$ cat src/rtl/booth_mult_seq.sv
// Sequential Booth multiplier: radix-2 by default, modified Booth radix-4 when BOOTH_RADIX4_EN is defined.
// Start/Busy/Finish handshake, exact 2*WIDTH product in both signed and unsigned mode.
module booth_mult_seq #(
  parameter int WIDTH = 8
) (
  input  logic               clk,
  input  logic               Resetn,
  input  logic               Start,
  input  logic               Signed_mode,
  input  logic [WIDTH-1:0]   Mplier,
  input  logic [WIDTH-1:0]   Mcand,
  output logic               Busy,
  output logic               Finish,
  output logic [2*WIDTH-1:0] Product
);

`ifdef BOOTH_RADIX4_EN
  localparam int E     = WIDTH + 2;
  localparam int SHIFT = 2;
  localparam int N_IT  = WIDTH / 2 + 1;
  localparam int AW    = E + 2;
`else
  localparam int E     = WIDTH + 1;
  localparam int SHIFT = 1;
  localparam int N_IT  = WIDTH + 1;
  localparam int AW    = E + 1;
`endif
  localparam int CW = $clog2(N_IT + 1);
  localparam int SW = AW + E + 1;

  typedef enum logic [1:0] {IDLE, RUN, DONE} state_t;

  state_t        state;
  logic [AW-1:0] acc;
  logic [E-1:0]  q;
  logic [E-1:0]  m;
  logic          qm1;
  logic [CW-1:0] cnt;

  logic [E-1:0]  mplier_ext;
  logic [E-1:0]  mcand_ext;
  logic [AW-1:0] mx;
  logic [AW-1:0] pp;
  logic [AW-1:0] sum;
  logic [SW-1:0] shifted;
  logic [AW-1:0] acc_nxt;
  logic [E-1:0]  q_nxt;
  logic          qm1_nxt;

  // Unsigned operands gain a zero sign bit so the Booth core always works on signed values.
  assign mplier_ext = {{(E-WIDTH){Signed_mode & Mplier[WIDTH-1]}}, Mplier};
  assign mcand_ext  = {{(E-WIDTH){Signed_mode & Mcand[WIDTH-1]}}, Mcand};
  assign mx         = {{(AW-E){m[E-1]}}, m};

  always_comb begin
    // NOTE: every signal driven here gets a default first, so no path can infer a latch.
    pp = '0;
`ifdef BOOTH_RADIX4_EN
    case ({q[1:0], qm1})
      3'b001, 3'b010: pp = mx;
      3'b011:         pp = mx << 1;
      3'b100:         pp = -(mx << 1);
      3'b101, 3'b110: pp = -mx;
      default:        pp = '0;
    endcase
`else
    case ({q[0], qm1})
      2'b01:   pp = mx;
      2'b10:   pp = -mx;
      default: pp = '0;
    endcase
`endif
    sum     = acc + pp;
    shifted = $signed({sum, q, qm1}) >>> SHIFT;
    {acc_nxt, q_nxt, qm1_nxt} = shifted;
  end

  // NOTE: sequential state uses non-blocking assignments so every register samples pre-edge values.
  // NOTE: all datapath registers are reset too, so an aborted operation leaves nothing behind.
  always_ff @(posedge clk or posedge Resetn) begin
    if (Resetn) begin
      state   <= IDLE;
      Busy    <= 1'b0;
      Finish  <= 1'b0;
      Product <= '0;
      acc     <= '0;
      q       <= '0;
      m       <= '0;
      qm1     <= 1'b0;
      cnt     <= '0;
    end else begin
      case (state)
        IDLE, DONE: begin
          Finish <= 1'b0;
          if (Start) begin
            acc   <= '0;
            q     <= mplier_ext;
            m     <= mcand_ext;
            qm1   <= 1'b0;
            cnt   <= CW'(N_IT);
            Busy  <= 1'b1;
            state <= RUN;
          end else begin
            state <= IDLE;
          end
        end
        RUN: begin
          acc <= acc_nxt;
          q   <= q_nxt;
          qm1 <= qm1_nxt;
          cnt <= cnt - CW'(1);
          if (cnt == CW'(1)) begin
            Product <= shifted[2*WIDTH:1];
            Busy    <= 1'b0;
            Finish  <= 1'b1;
            state   <= DONE;
          end
        end
        default: state <= IDLE;
      endcase
    end
  end

endmodule

$ cat config.mk
export PLATFORM = sky130hd
export DESIGN_NAME = booth_mult_seq
export DESIGN_NICKNAME = d
export VERILOG_FILES = /design/src/rtl/booth_mult_seq.sv
export SDC_FILE = /design/constraint.sdc
export NUM_CORES = 1
export LEC_CHECK = 0
export BUFFER_PORTS_ARGS = -buffer_cell sky130_fd_sc_hd__buf_2
export CORE_MARGIN = 2
export CORE_UTILIZATION = 57
export DETAILED_ROUTE_END_ITERATION = 10
export PLACE_DENSITY = 0.79
export SLEW_MARGIN = 10
export SYNTH_ARGS = -nofsm -noshare
export SYNTH_HDL_FRONTEND = slang
export SYNTH_SLANG_ARGS = --single-unit
export TNS_END_PERCENT = 30
$ cat constraint.sdc
create_clock -name clk -period 3.1 [get_ports clk]
set_input_delay 0.31 -clock clk [delete_from_list [all_inputs] [get_ports clk]]
set_output_delay 0.31 -clock clk [all_outputs]
set_load 0.01 [all_outputs]
======== Word-level counts from Yosys, hierarchy flattened ========
Index checks and enable logic that the tools add are counted.
word-level totals
  flip-flop bits (word level) ............. 53
  logic and storage cells ................. 46
  input port bits ......................... 20
  output and inout port bits .............. 18
cells by class
  eq/ne operators ......................... 7
  bitwise logic cells ..................... 2
  multiplexer cells ....................... 17
  reduce and logical (&&, ||, !) cells .... 8
  add/subtract/negate cells ............... 3
operators with widths
  kind                 number
  $pmux 10 s2          2
  $pmux 9 s2           1
  $add 10x10->10       1
  $mux 10              1
  $neg 10->10          1
  $mux 9               1
  $pmux 4 s2           1
  $reduce_and 2->1     4
  $pmux 1 s2           3
  $mux 1               5
  $eq 2x1->1 const B   2
  $eq 2x2->1 const B   2
  $eq 4x1->1 const B   1
  $mux 4               1
  $ne 2x2->1 const B   2
  $pmux 2 s2           1
  $sub 4x1->4 const B  1
  $reduce_and 3->1     1
  $and 1x1->1          2
  $logic_not 2->1      1
  $mux 2               1
  $reduce_bool 2->1    1
  $reduce_or 2->1      1

======== Longest topological paths before layout ========
  word-level depth ........................ 4
  mapped depth ............................ 13
  mapped depth without buffers ............ 13

======== Worst setup path after synthesis ========
No wires, ideal clock.
  path kind ............................... register -> register
  from .................................... register qm1
  to ...................................... register Product[14]
  arrival time ............................ 2.558 ns
  slack ................................... 0.417 ns
  clock period less this slack ............ 2.683 ns
  stages on the path, launching flop included .. 14
  cells stage by stage .................... dfrtp_1 > inv_1 > ha_1 > clkbuf_1 > clkbuf_1 > nor2_1 > nor3_1 > ha_1 > fa_1 > a211oi_1 > o21bai_1 > a21oi_1 > xnor2_1 > mux2_2
on the way
  longest elaborated chain between the ends .. 3
RTL lines
  what                                             RTL line  text
  from (decl)                                      37        logic qm1;
  from (signal assigned)                           110       qm1 <= qm1_nxt;
  $eq 2x2->1 / $eq 2x1->1 (equally long branches)  67        case ({q[0], qm1})
  $pmux 10 s2 (*)                                  67
  $add 10x10->10 (*)                               73        sum = acc + pp;
  to (signal assigned)                             113       Product <= shifted[2*WIDTH:1];
  to (decl)                                        14        output logic [2*WIDTH-1:0] Product
Mark *: on every way between the ends. The rest lies on a longest branch, timed or not.
A chain may end at the register's enable or synchronous reset.

======== Worst setup path after layout ========
  from .................................... register m[0]
  to ...................................... register acc[8]
on the way
  longest elaborated chain between the ends .. 4
RTL lines
  what                    RTL line  text
  from (decl)             36        logic [E-1:0] m;
  from (signal assigned)  98        m <= mcand_ext;
  $neg 10->10             69        2'b10: pp = -mx;
  $pmux 10 s2 (*)         67
  $add 10x10->10 (*)      73
  $pmux 10 s2 (*)         92        case (state)
  to (signal assigned)    108       acc <= acc_nxt;
  to (decl)               34        logic [AW-1:0] acc;
Marked as above.

==> results.py <==
metrics = {
    "outcome": {
        "outcome": "finished, final reports clean",
    },
    "die": {
        "initial_core_util_pct": 58.6,
        "core_um2": 4660,
        "die_y_um": 73.2,
        "io_pins": 38,
        "die_area_um2": 5360,
        "num_rows": 25,
        "die_w_um": 73.2,
    },
    "sta": {
        "fmax_mhz": 347,
        "timing_hold_violations_final": 0,
        "finalSetupViolCount": 0,
        "grt_setup_unrepaired": "false",
        "fin_crit_ps": 2880,
        "fin_crit_sh_pct": 93.0,
        "slew_headroom_pct": 28.3,
        "slew_violations": 0,
        "fin_skew_ps": 6.48,
        "worstMarginPinSlew_ps": 1070,
        "tns_ps": 0,
    },
    "clock_network": {
        "cts_setup_buffers": 0,
        "cts_buffers": 5,
        "cts_buffer_depth": 2,
        "cts.sinks": 52,
        "cts_hold_buf": 0,
        "clk_pin_slew_ps": 90,
        "cts_htree_levels": 2,
        "clk_latency_ps": 310,
        "cts-root-buf": "clkbuf_8",
        "cts_tree": "built",
        "cts_resized": 0,
    },
    "setup_path": {
        "cp_data_required_time_ps": 3350,
        "crit_path_end_kind": "register",
        "path_max_fanout": 4,
        "startpoint_type": "register",
        "critPathKind": "reg -> reg",
        "cp_data_arrival_time_ps": 3130,
    },
    "synth": {
        "synth.avg_cell_area_um2": 9.29,
        "syn_inst": 294,
        "synthArstFlopShare_pct": 100,
        "synth_area_leaders": "dfrtp_1 48%, nand2_1 11%, ha_1 6.4%",
        "synth-xor-area-share_pct": 2.24,
        "muxShareOfSynthArea_pct": 2.43,
        "synthAdderAreaFrac_pct": 7.15,
        "synth_top_flop_cell": "dfrtp_1",
        "synth_cell_type_count": 46,
        "synth_warnings": 0,
        "synth_top_family_by_area": "simple AND/OR/NAND/NOR gates",
        "seq_area_frac_synth_pct": 47.6,
        "synthDominantCellAreaShare_pct": 47.6,
        "yosys.area_share.simple_pct": 21.0,
        "ys_seq_elements": 52,
        "synth_compound_area_share_pct": 16.1,
        "synth_fp_nets": 329,
        "synth-edff-count": 0,
        "synth_top_cell_by_area": "dfrtp_1",
        "syn_area_um2": 2730,
    },
    "route": {
        "wire_per_inst_um": 14.8,
        "vias_per_cell": 5.62,
        "wl_um": 5680,
        "first_pass_iters": 4,
        "dr_total_vias": 2159,
        "remaining_drc_errors": 0,
        "antenna_left": 0,
        "drt_iter0_markers": 131,
    },
    "placed_design": {
        "io_buffers": 37,
        "gp_congestion": 0.874,
        "hpwl_um": 4020,
    },
    "layout": {
        "area_growth_pct": 12.1,
        "multi_input_area_um2": 1340,
        "fillCellCount": 378,
        "seq_area_um2": 1300,
        "final_cell_mix": "82 x nand2_1, 52 x dfrtp_1, 37 x buf_2",
        "layout_commonest_cell": "nand2_1",
        "num_antenna_cells": 0,
        "fin_nets": 364,
        "drive_gt1_share_pct": 18.8,
    },
    "power_and_ir_drop": {
        "p_leak_nw": 1.57,
        "power_w": 0.00348,
        "max-vdd-ir-drop_uv": 605,
        "powerDensity_nw_per_um2": 1140,
    },
    "grt": {
        "track_usage_pct": 22.9,
        "grt_pass1_wl_um": 9450,
        "grt_overflow": 0,
        "grt_pass1_vias": 2019,
        "grt_max_degree": 53,
        "antenna_found_initial": 0,
    },
    "flow_run": {
        "cap_violations": 0,
    },
    "hold_path": {
        "worstHoldPathType": "in -> reg",
    },
}
[Yosys cell counts (3+ instances only)]
master	instances
ha_1	14
mux2_2	3
buf_2	3
dfrtp_1	52
a21o_1	4
a22oi_1	8
o21ai_1	4
nor2b_1	4
nand3_1	5
a311oi_1	4
a21oi_1	11
nand2b_1	3
inv_1	9
clkbuf_1	11
nor3b_1	5
o21ai_0	11
nor2_1	9
xor2_1	3
a22o_1	6
nand2_1	82
a211oi_1	4
xnor2_1	4
nor3_1	5
[routing by layer]
layer  vias up  global-route usage, %  wire length (um)
met4         0                   8.02                74
met2        35                   35.4              2630
met1      1032                   32.4              2770
li1       1085                      -                 -
met3         7                   4.42               205
met5         -                      0                 0
[area by class of cell]
type | instances | share of cell area, %
timing repair buffer | 42 | 7.27
tap | 54 | 2.21
multi-input combinational | 218 | 43.7
clock buffer | 7 | 2.82
sequential | 52 | 42.5
clock inverter | 1 | 0.245
inverter | 10 | 1.23
[flip-flops by register name (all words and copies together) (netlist names)]
| signal | count |
|---|---|
| Finish | 1 |
| cnt | 4 |
| Busy | 1 |
| state | 2 |
| acc | 9 |
| Product | 16 |
| q | 9 |
| m | 9 |
| qm1 | 1 |
[logic make-up (layout without fill, tap and decap cells)]
family,Yosys count,count (layout)
flops,52,52
xor+xnor,7,7
buf+inv,24,60
mux,6,6
compound gates,64,64
fa+ha+maj,15,15
simple gates,126,126
[critical path, cell delays in order (launching register included)]
cell,delay [ps]
dfrtp_1,410
inv_1,100
ha_1,190
or3b_1,390
nor3_2,220
nor3b_1,80
a21oi_1,120
nor2_1,60
ha_1,180
or3_1,380
o2111a_1,270
a2111o_1,340
nand3_1,80
[power breakdown]
group | leakage, nW | internal [W] | switching [W]
clock network | 0.0445 | 0.000182 | 0.000217
registers | 0.647 | 0.00100 | 0.000257
logic | 0.877 | 0.000793 | 0.00103
total | 1.57 | 0.00198 | 0.00150
[path summary, 6_finish.rpt]
kind | startpoint | end | slack (ps) | cells past startpoint
max in group asynchronous | Resetn | Product[14] | 2180 | 2
worst min register to register | Product[2] | Product[2] | 480 | 2
worst max register to register | m[0] | acc[8] | 220 | 12
worst min-delay path | Mcand[6] | m[6] | 190 | 3
worst max-delay path | m[0] | acc[8] | 220 | 12
min in group asynchronous | Resetn | cnt[0] | 270 | 2
[per-stage QoR]
| step | hold WS, ps | utilization [%] | instances | worst slack (ps) | cell area, um2 |
|---|---|---|---|---|---|
| 2_1_floorplan | 415 | - | 294 | 417 | 2730 |
| 3_3_place_gp | 455 | 63.7 | 376 | 329 | 2970 |
| 3_5_place_dp | 459 | 63.7 | 376 | 265 | 2970 |
| 4_1_cts | 181 | 65.7 | 384 | 235 | 3060 |
| 5_1_grt | 197 | 65.7 | 384 | 9.47 | 3060 |
| 6_report | 189 | 65.7 | 384 | 216 | 3060 |
Power figures use the tool's default switching activity.
